===== src/rtl/rf_alu_sequencer_pkg.sv =====
// Shared opcode, state and ALU control encodings for the RF/ALU sequencer.
package rf_alu_pkg;

   localparam logic [1:0] OP_ALU   = 2'b00;
   localparam logic [1:0] OP_LOADI = 2'b01;
   localparam logic [1:0] OP_READ  = 2'b10;
   localparam logic [1:0] OP_RSVD  = 2'b11;

   typedef enum logic [1:0] {
      S_IDLE = 2'd0,
      S_EXEC = 2'd1,
      S_WB   = 2'd2,
      S_RESP = 2'd3
   } state_t;

   localparam logic [3:0] ALU_AND = 4'b0000;
   localparam logic [3:0] ALU_OR  = 4'b0001;
   localparam logic [3:0] ALU_ADD = 4'b0010;
   localparam logic [3:0] ALU_SUB = 4'b0110;

endpackage


===== src/rtl/rf_alu_sequencer_if.sv =====
// Command and response handshakes between a command source and the sequencer.
interface rf_alu_sequencer_if #(
   parameter int DW    = 32,
   parameter int AW    = 5,
   parameter int IMM_W = 8
);
   logic             cmd_valid;
   logic             cmd_ready;
   logic [1:0]       cmd_op;
   logic [AW-1:0]    cmd_rd;
   logic [AW-1:0]    cmd_rs1;
   logic [AW-1:0]    cmd_rs2;
   logic [3:0]       cmd_alu_ctl;
   logic [IMM_W-1:0] cmd_imm;

   logic             resp_valid;
   logic             resp_ready;
   logic [DW-1:0]    resp_data;
   logic             resp_zero;
   logic             resp_err;

   modport master (
      output cmd_valid, cmd_op, cmd_rd, cmd_rs1, cmd_rs2, cmd_alu_ctl, cmd_imm, resp_ready,
      input  cmd_ready, resp_valid, resp_data, resp_zero, resp_err
   );

   modport slave (
      input  cmd_valid, cmd_op, cmd_rd, cmd_rs1, cmd_rs2, cmd_alu_ctl, cmd_imm, resp_ready,
      output cmd_ready, resp_valid, resp_data, resp_zero, resp_err
   );
endinterface


===== src/rtl/rf_alu_sequencer.sv =====
// Sequences one command at a time through the register file and ALU and
// returns a response.
//
// state  | meaning
// IDLE   | waiting for a command, cmd_ready high
// EXEC   | ALU/READ operands presented, result captured at end of cycle
// WB     | one-cycle register-file write (suppressed for x0)
// RESP   | response held until resp_ready
module rf_alu_sequencer
   import rf_alu_pkg::*;
#(
   parameter int DW    = 32,
   parameter int AW    = 5,
   parameter int IMM_W = 8,
   parameter int CNT_W = 8
) (
   input  logic             clk,
   input  logic             rst_btn,
   rf_alu_sequencer_if.slave bus,
   output logic [AW-1:0]    rf_rs1,
   output logic [AW-1:0]    rf_rs2,
   output logic [AW-1:0]    rf_rd,
   output logic             rf_we,
   output logic [DW-1:0]    rf_wdata,
   input  logic [DW-1:0]    rf_rdata1,
   input  logic [DW-1:0]    rf_rdata2,
   output logic [3:0]       alu_ctl,
   input  logic [DW-1:0]    alu_result,
   input  logic             alu_zero,
   output logic             busy,
   output logic [CNT_W-1:0] op_count
);

   state_t        state, state_nxt;
   logic [1:0]    op_q;
   logic [DW-1:0] result_q;
   logic          zero_q;
   logic          accept;
   logic [DW-1:0] imm_ext;

   assign accept        = bus.cmd_valid && (state == S_IDLE);
   assign bus.cmd_ready = (state == S_IDLE);
   assign busy          = (state != S_IDLE);
   assign imm_ext       = {{(DW-IMM_W){1'b0}}, bus.cmd_imm};

   // State register.
   always_ff @(posedge clk or negedge rst_btn) begin
      if (!rst_btn) state <= S_IDLE;
      else          state <= state_nxt;
   end

   // Next-state logic.
   always_comb begin
      state_nxt = state;
      case (state)
         S_IDLE: if (accept) begin
            case (bus.cmd_op)
               OP_LOADI: state_nxt = S_WB;
               OP_RSVD:  state_nxt = S_RESP;
               default:  state_nxt = S_EXEC;
            endcase
         end
         S_EXEC:  state_nxt = (op_q == OP_ALU) ? S_WB : S_RESP;
         S_WB:    state_nxt = S_RESP;
         S_RESP:  if (bus.resp_ready) state_nxt = S_IDLE;
         default: state_nxt = S_IDLE;
      endcase
   end

   // Datapath and output registers; rf_we is a one-cycle pulse into WB.
   always_ff @(posedge clk or negedge rst_btn) begin
      if (!rst_btn) begin
         op_q           <= '0;
         result_q       <= '0;
         zero_q         <= 1'b0;
         rf_rs1         <= '0;
         rf_rs2         <= '0;
         rf_rd          <= '0;
         rf_we          <= 1'b0;
         rf_wdata       <= '0;
         alu_ctl        <= '0;
         bus.resp_valid <= 1'b0;
         bus.resp_data  <= '0;
         bus.resp_zero  <= 1'b0;
         bus.resp_err   <= 1'b0;
         op_count       <= '0;
      end else begin
         rf_we <= 1'b0;
         case (state)
            S_IDLE: if (accept) begin
               op_q         <= bus.cmd_op;
               rf_rs1       <= bus.cmd_rs1;
               rf_rs2       <= bus.cmd_rs2;
               rf_rd        <= bus.cmd_rd;
               alu_ctl      <= bus.cmd_alu_ctl;
               bus.resp_err <= 1'b0;
               if (bus.cmd_op == OP_LOADI) begin
                  rf_we    <= (bus.cmd_rd != '0);
                  rf_wdata <= imm_ext;
                  result_q <= imm_ext;
                  zero_q   <= (imm_ext == '0);
               end else if (bus.cmd_op == OP_RSVD) begin
                  bus.resp_valid <= 1'b1;
                  bus.resp_data  <= '0;
                  bus.resp_zero  <= 1'b1;
                  bus.resp_err   <= 1'b1;
               end
            end
            S_EXEC: begin
               if (op_q == OP_ALU) begin
                  result_q <= alu_result;
                  zero_q   <= alu_zero;
                  rf_we    <= (rf_rd != '0);
                  rf_wdata <= alu_result;
               end else begin
                  bus.resp_valid <= 1'b1;
                  bus.resp_data  <= rf_rdata1;
                  bus.resp_zero  <= (rf_rdata1 == '0);
               end
            end
            S_WB: begin
               bus.resp_valid <= 1'b1;
               bus.resp_data  <= result_q;
               bus.resp_zero  <= zero_q;
            end
            S_RESP: if (bus.resp_ready) begin
               bus.resp_valid <= 1'b0;
               op_count       <= op_count + CNT_W'(1);
            end
            default: ;
         endcase
      end
   end

   // Second read port feeds the ALU directly; the sequencer never samples it.
   logic unused_rdata2;
   assign unused_rdata2 = ^rf_rdata2;

endmodule


===== src/flat_wrapper.sv =====
// flat-port wrapper written by rule: the top's interface ports become plain ports
module rf_alu_sequencer_flat import rf_alu_pkg::*;
#(
   parameter int DW    = 32,
   parameter int AW    = 5,
   parameter int IMM_W = 8,
   parameter int CNT_W = 8
)
  (clk, rst_btn, rf_rs1, rf_rs2, rf_rd, rf_we, rf_wdata, rf_rdata1, rf_rdata2, alu_ctl, alu_result, alu_zero, busy, op_count, bus_cmd_valid, bus_cmd_op, bus_cmd_rd, bus_cmd_rs1, bus_cmd_rs2, bus_cmd_alu_ctl, bus_cmd_imm, bus_resp_ready, bus_cmd_ready, bus_resp_valid, bus_resp_data, bus_resp_zero, bus_resp_err);
  rf_alu_sequencer_if #(.DW(DW), .AW(AW), .IMM_W(IMM_W)) bus_i ();
  input  logic clk;
  input  logic rst_btn;
  output logic [AW-1:0] rf_rs1;
  output logic [AW-1:0] rf_rs2;
  output logic [AW-1:0] rf_rd;
  output logic rf_we;
  output logic [DW-1:0] rf_wdata;
  input  logic [DW-1:0] rf_rdata1;
  input  logic [DW-1:0] rf_rdata2;
  output logic [3:0] alu_ctl;
  input  logic [DW-1:0] alu_result;
  input  logic alu_zero;
  output logic busy;
  output logic [CNT_W-1:0] op_count;
  input wire logic [$bits(bus_i.cmd_valid)-1:0] bus_cmd_valid;
  input wire logic [$bits(bus_i.cmd_op)-1:0] bus_cmd_op;
  input wire logic [$bits(bus_i.cmd_rd)-1:0] bus_cmd_rd;
  input wire logic [$bits(bus_i.cmd_rs1)-1:0] bus_cmd_rs1;
  input wire logic [$bits(bus_i.cmd_rs2)-1:0] bus_cmd_rs2;
  input wire logic [$bits(bus_i.cmd_alu_ctl)-1:0] bus_cmd_alu_ctl;
  input wire logic [$bits(bus_i.cmd_imm)-1:0] bus_cmd_imm;
  input wire logic [$bits(bus_i.resp_ready)-1:0] bus_resp_ready;
  output wire logic [$bits(bus_i.cmd_ready)-1:0] bus_cmd_ready;
  output wire logic [$bits(bus_i.resp_valid)-1:0] bus_resp_valid;
  output wire logic [$bits(bus_i.resp_data)-1:0] bus_resp_data;
  output wire logic [$bits(bus_i.resp_zero)-1:0] bus_resp_zero;
  output wire logic [$bits(bus_i.resp_err)-1:0] bus_resp_err;
  assign bus_i.cmd_valid = bus_cmd_valid;
  assign bus_i.cmd_op = bus_cmd_op;
  assign bus_i.cmd_rd = bus_cmd_rd;
  assign bus_i.cmd_rs1 = bus_cmd_rs1;
  assign bus_i.cmd_rs2 = bus_cmd_rs2;
  assign bus_i.cmd_alu_ctl = bus_cmd_alu_ctl;
  assign bus_i.cmd_imm = bus_cmd_imm;
  assign bus_i.resp_ready = bus_resp_ready;
  assign bus_cmd_ready = bus_i.cmd_ready;
  assign bus_resp_valid = bus_i.resp_valid;
  assign bus_resp_data = bus_i.resp_data;
  assign bus_resp_zero = bus_i.resp_zero;
  assign bus_resp_err = bus_i.resp_err;
  rf_alu_sequencer #(.DW(DW), .AW(AW), .IMM_W(IMM_W), .CNT_W(CNT_W)) u_core (.clk(clk), .rst_btn(rst_btn), .bus(bus_i), .rf_rs1(rf_rs1), .rf_rs2(rf_rs2), .rf_rd(rf_rd), .rf_we(rf_we), .rf_wdata(rf_wdata), .rf_rdata1(rf_rdata1), .rf_rdata2(rf_rdata2), .alu_ctl(alu_ctl), .alu_result(alu_result), .alu_zero(alu_zero), .busy(busy), .op_count(op_count));
endmodule

===== config.mk =====
export PLATFORM = sky130hd
export DESIGN_NAME = rf_alu_sequencer_flat
export DESIGN_NICKNAME = d
export VERILOG_FILES = /design/src/rtl/rf_alu_sequencer_pkg.sv /design/src/rtl/rf_alu_sequencer_if.sv /design/src/rtl/rf_alu_sequencer.sv /design/src/flat_wrapper.sv
export SDC_FILE = /design/constraint.sdc
export NUM_CORES = 1
export LEC_CHECK = 0
export CAP_MARGIN = 20
export CORE_AREA = 2 2 109 111
export CTS_CLUSTER_SIZE = 10
export DETAILED_ROUTE_END_ITERATION = 8
export DIE_AREA = 0 0 111 113
export PLACE_DENSITY_LB_ADDON = 0.15
export REMOVE_ABC_BUFFERS = 1
export SYNTH_ARGS = -nofsm -noshare
export SYNTH_HDL_FRONTEND = slang
export SYNTH_SLANG_ARGS = --single-unit

===== constraint.sdc =====
create_clock -name clk -period 2.2 [get_ports clk]
set_input_delay 0.22 -clock clk [delete_from_list [all_inputs] [get_ports clk]]
set_output_delay 0.22 -clock clk [all_outputs]
set_load 0.005 [all_outputs]

==> run_results.csv <==
group,metric,value,unit
run_status,outcome,"finished clean",
placed_design,post-place-cells,768,
timing,hold_viol_final,0,
die,initial_core_util,40.5,%
clocking,clk_latency,0.35,ns
clocking,post-cts-setup-buffers,0,
logic_synthesis,synthCells,453,
logic_synthesis,yosysSeqAreaShare,54.7,%
die,die_x,111,µm
logic_synthesis,yosysUniqueCellTypes,39,
logic_synthesis,synth_seq_cells,100,
worst_setup_path,required,1.98,ns
clocking,cts_root_buf,"clkbuf_16",
clocking,cts_buffers,9,
logic_synthesis,yosysTopAreaCell,"dfrtp_1",
logic_synthesis,synth.most_common_cell,"nand2_1",
logic_synthesis,synthMuxAreaShare,7.42,%
grt,grt_antenna_before_repair,0,
worst_setup_path,cp_common_cell,"inv_1",
grt,grt_usage,20.1,%
min_path,hold_class,"input pin to async pin",
placed_design,dp_hpwl,8910,µm
clocking,cts_max_level,3,
detailed_routing,num_vias,3943,
power,total_power,9.55,mW
logic_synthesis,syn_area,0.00457,mm²
layout,drive_above_1_share,8.57,%
logic_synthesis,netlist.area_leader.share,54.7,%
layout,multi_input_area,0.00188,mm²
detailed_routing,drt-total-wl,12400,µm
layout,area_growth_syn_to_layout,52.3,%
detailed_routing,wire_per_inst,15.7,µm
grt,grt_pass1_vias,4035,
layout,filler_cell_count,998,
layout,seq_area,0.00250,mm²
power,power.density,1370,mW/mm²
timing,worst_pin_slew,0.551,ns
detailed_routing,firstDrtPassIters,4,
grt,met2_usage,34.8,%
timing,fin_skew,0.00917,ns
timing,timing.fmax,0.484,GHz
timing,maxSlewViolCount,0,
worst_setup_path,critPathKind,"flip-flop to primary output",
clocking,cts_sinks,100,
placed_design,io_buffer_count,194,
worst_setup_path,path_delay_family,"buffers and inverters",
logic_synthesis,synth_xor_area_share,1.34,%
die,dieArea,0.0125,mm²
timing,relSlewSlack,62.9,%
placed_design,place_ws,0.211,ns
worst_setup_path,critPathBufInv,3,
die,core_area,0.0113,mm²
power,ir_drop,0.697,mV
grt,grt_max_degree,70,
timing,setup_viol,0,
logic_synthesis,synth-edff-count,0,
logic_synthesis,ys_warn_count,0,
logic_synthesis,synthSimpleGateAreaFrac,15.1,%
logic_synthesis,synth.avg_cell_area,10.1,µm²
layout,n_antenna_cell,0,
grt,overflow,0,
logic_synthesis,synth_fa_ha_area_share,1.37,%
worst_setup_path,r2r_cells,7,
detailed_routing,ant_nets,0,
clocking,clk_pin_slew,0.07,ns
grt,grt_busiest_layer,"met2",
clocking,cts_tree,"built",
grt,met1_usage,24.3,%
worst_setup_path,start_kind,"flip-flop",
power,power.leakage,2.88,nW
worst_setup_path,cp_cell_sequence,"inv_1, ha_1, inv_1, clkdlybuf4s50_1",
timing,finalCriticalPeriod,2.06,ns
worst_setup_path,crit_slowest_cell,"clkdlybuf4s50_1",
logic_synthesis,synth_compound_area_share,15.4,%
timing,rsz0062_at_grt,"false",
detailed_routing,drt_first_iter_violations,144,
timing,finalCritPeriodShare,93.8,%
placed_design,gp_congestion,0.778,
die,pin_count,227,
die,num_rows,39,
layout,nNetsFinal,772,
layout,layoutNonFillerInstCount,785,
worst_setup_path,end_kind,"primary output",
clocking,cts_buffer_depth,2,
detailed_routing,drc,0,
worst_setup_path,path_max_fanout,10,
logic_synthesis,synthArstFlopShare,100,%
grt,grt_pass1_wl,20000,µm
grt,grt_use_met3,4.71,%
logic_synthesis,synth_top_family_by_area,"compound AO/OA/AOI/OAI gates",
detailed_routing,vias_per_cell,5.02,
logic_synthesis,synth_ff_type,"dfrtp_1",
logic_synthesis,synth_common_cells,"nand2_1, dfrtp_1, o21ai_0, a22o_1, mux2_2",
worst_setup_path,critical_path_depth,4,
worst_setup_path,cp_data_arrival_time,1.84,ns
worst_setup_path,max_stage_delay,0.53,ns
worst_setup_path,r2r_slack,0.22,ns
timing,setup_ws,0.136,ns
die,die_h,113,µm
flow_run,drv_cap,0,
logic_synthesis,synthTopCellsByArea,"dfrtp_1, nand2_1, o21ai_0",
## power breakdown
part / leakage (nW) / internal (mW) / switching (mW)
clock: 0.141 / 0.784 / 0.737
combinational: 1.44 / 2.61 / 2.23
sequential: 1.30 / 2.65 / 0.540
total: 2.88 / 6.04 / 3.50
## per-layer routing
layer,share of wire (%),vias up
li1,-,1947
met1,42,1874
met2,51,106
met3,5.1,16
met4,1.9,0
met5,0,-
## area by class of cell
class                           instances  area share [%]
Clock inverter                          7           0.827
Tap cell                              143            2.57
Clock buffer                            9            3.24
Inverter                                4           0.216
Timing Repair Buffer                  207            30.2
Multi-Input combinational cell        315            27.0
Sequential cell                       100            36.0
## sequential cells by signal, summed over array words and instances, names as in the netlist, 2 cells and up
signal,flops
u_core.bus.resp_data,32
u_core.rf_wdata,32
u_core.op_count,8
u_core.rf_rd,5
u_core.rf_rs1,5
u_core.rf_rs2,5
u_core.alu_ctl,4
u_core.op_q,2
u_core.state,2
## final timing paths
kind | startpoint | end
min in group clk | alu_result[16] | u_core.rf_wdata[16]$_DFFE_PN0P_
hold reg to reg | u_core.bus.resp_data[17]$_DFFE_PN0P_ | u_core.bus.resp_data[17]$_DFFE_PN0P_
hold / removal | rst_btn | u_core.rf_wdata[14]$_DFFE_PN0P_
setup reg to reg | u_core.state[1]$_DFFE_PN0P_ | u_core.rf_wdata[21]$_DFFE_PN0P_
max in group asynchronous | rst_btn | u_core.bus.resp_data[1]$_DFFE_PN0P_
setup / recovery | u_core.state[0]$_DFFE_PN0P_ | busy
## worst register-to-register path: stages, from the launching register on
cell,delay (ns)
dfrtp_1,0.40
inv_1,0.10
ha_2,0.21
buf_12,0.30
o21ai_0,0.27
o21ai_4,0.14
buf_12,0.23
o21ai_0,0.19
## timing repair
| action | 4_1_cts | 5_1_grt |
|---|---|---|
| endpoints found under the hold margin | 33 | 0 |
| gates resized for setup | 0 | 0 |
| hold buffers | 1 | 0 |
## cells in the final DEF, fill, tap and decap left out, drive strengths merged, types with 2 or more instances in the layout
| cell type | instances |
|---|---|
| a21o | 2 |
| a21oi | 3 |
| a22o | 32 |
| and4 | 2 |
| buf | 13 |
| clkbuf | 9 |
| clkdlybuf4s50 | 193 |
| clkinv | 4 |
| dfrtp | 100 |
| ha | 5 |
| inv | 7 |
| mux2 | 23 |
| mux2i | 8 |
| nand2 | 125 |
| nand3 | 4 |
| nand4 | 3 |
| nor2 | 3 |
| nor2b | 3 |
| nor3 | 3 |
| nor4 | 6 |
| o21ai | 70 |
| or4 | 4 |
| xnor2 | 5 |
| xor2 | 2 |
## kinds of logic (layout without fill, tap and decap cells)
group,Yosys count,count (layout)
AOI/OAI and AO/OA,112,112
muxes,31,31
adders and majority gates,5,5
and+or+nand+nor,160,160
buffers and inverters,38,227
DFF,100,100
xor gates and xnor gates,7,7
## through the flow
step	utilization [%]	cell area [µm²]	setup TNS, ns	hold slack (ns)
after global routing	61.7	6960	0	0.422
after CTS	61.7	6960	0	0.382
after floorplan	-	4370	-96.66	-0.0756
final	61.7	6960	0	0.379
after detailed placement	59.1	6670	0	0.220
after global placement	59.1	6670	0	0.213
No activity file was read; power rests on OpenSTA's default activity.
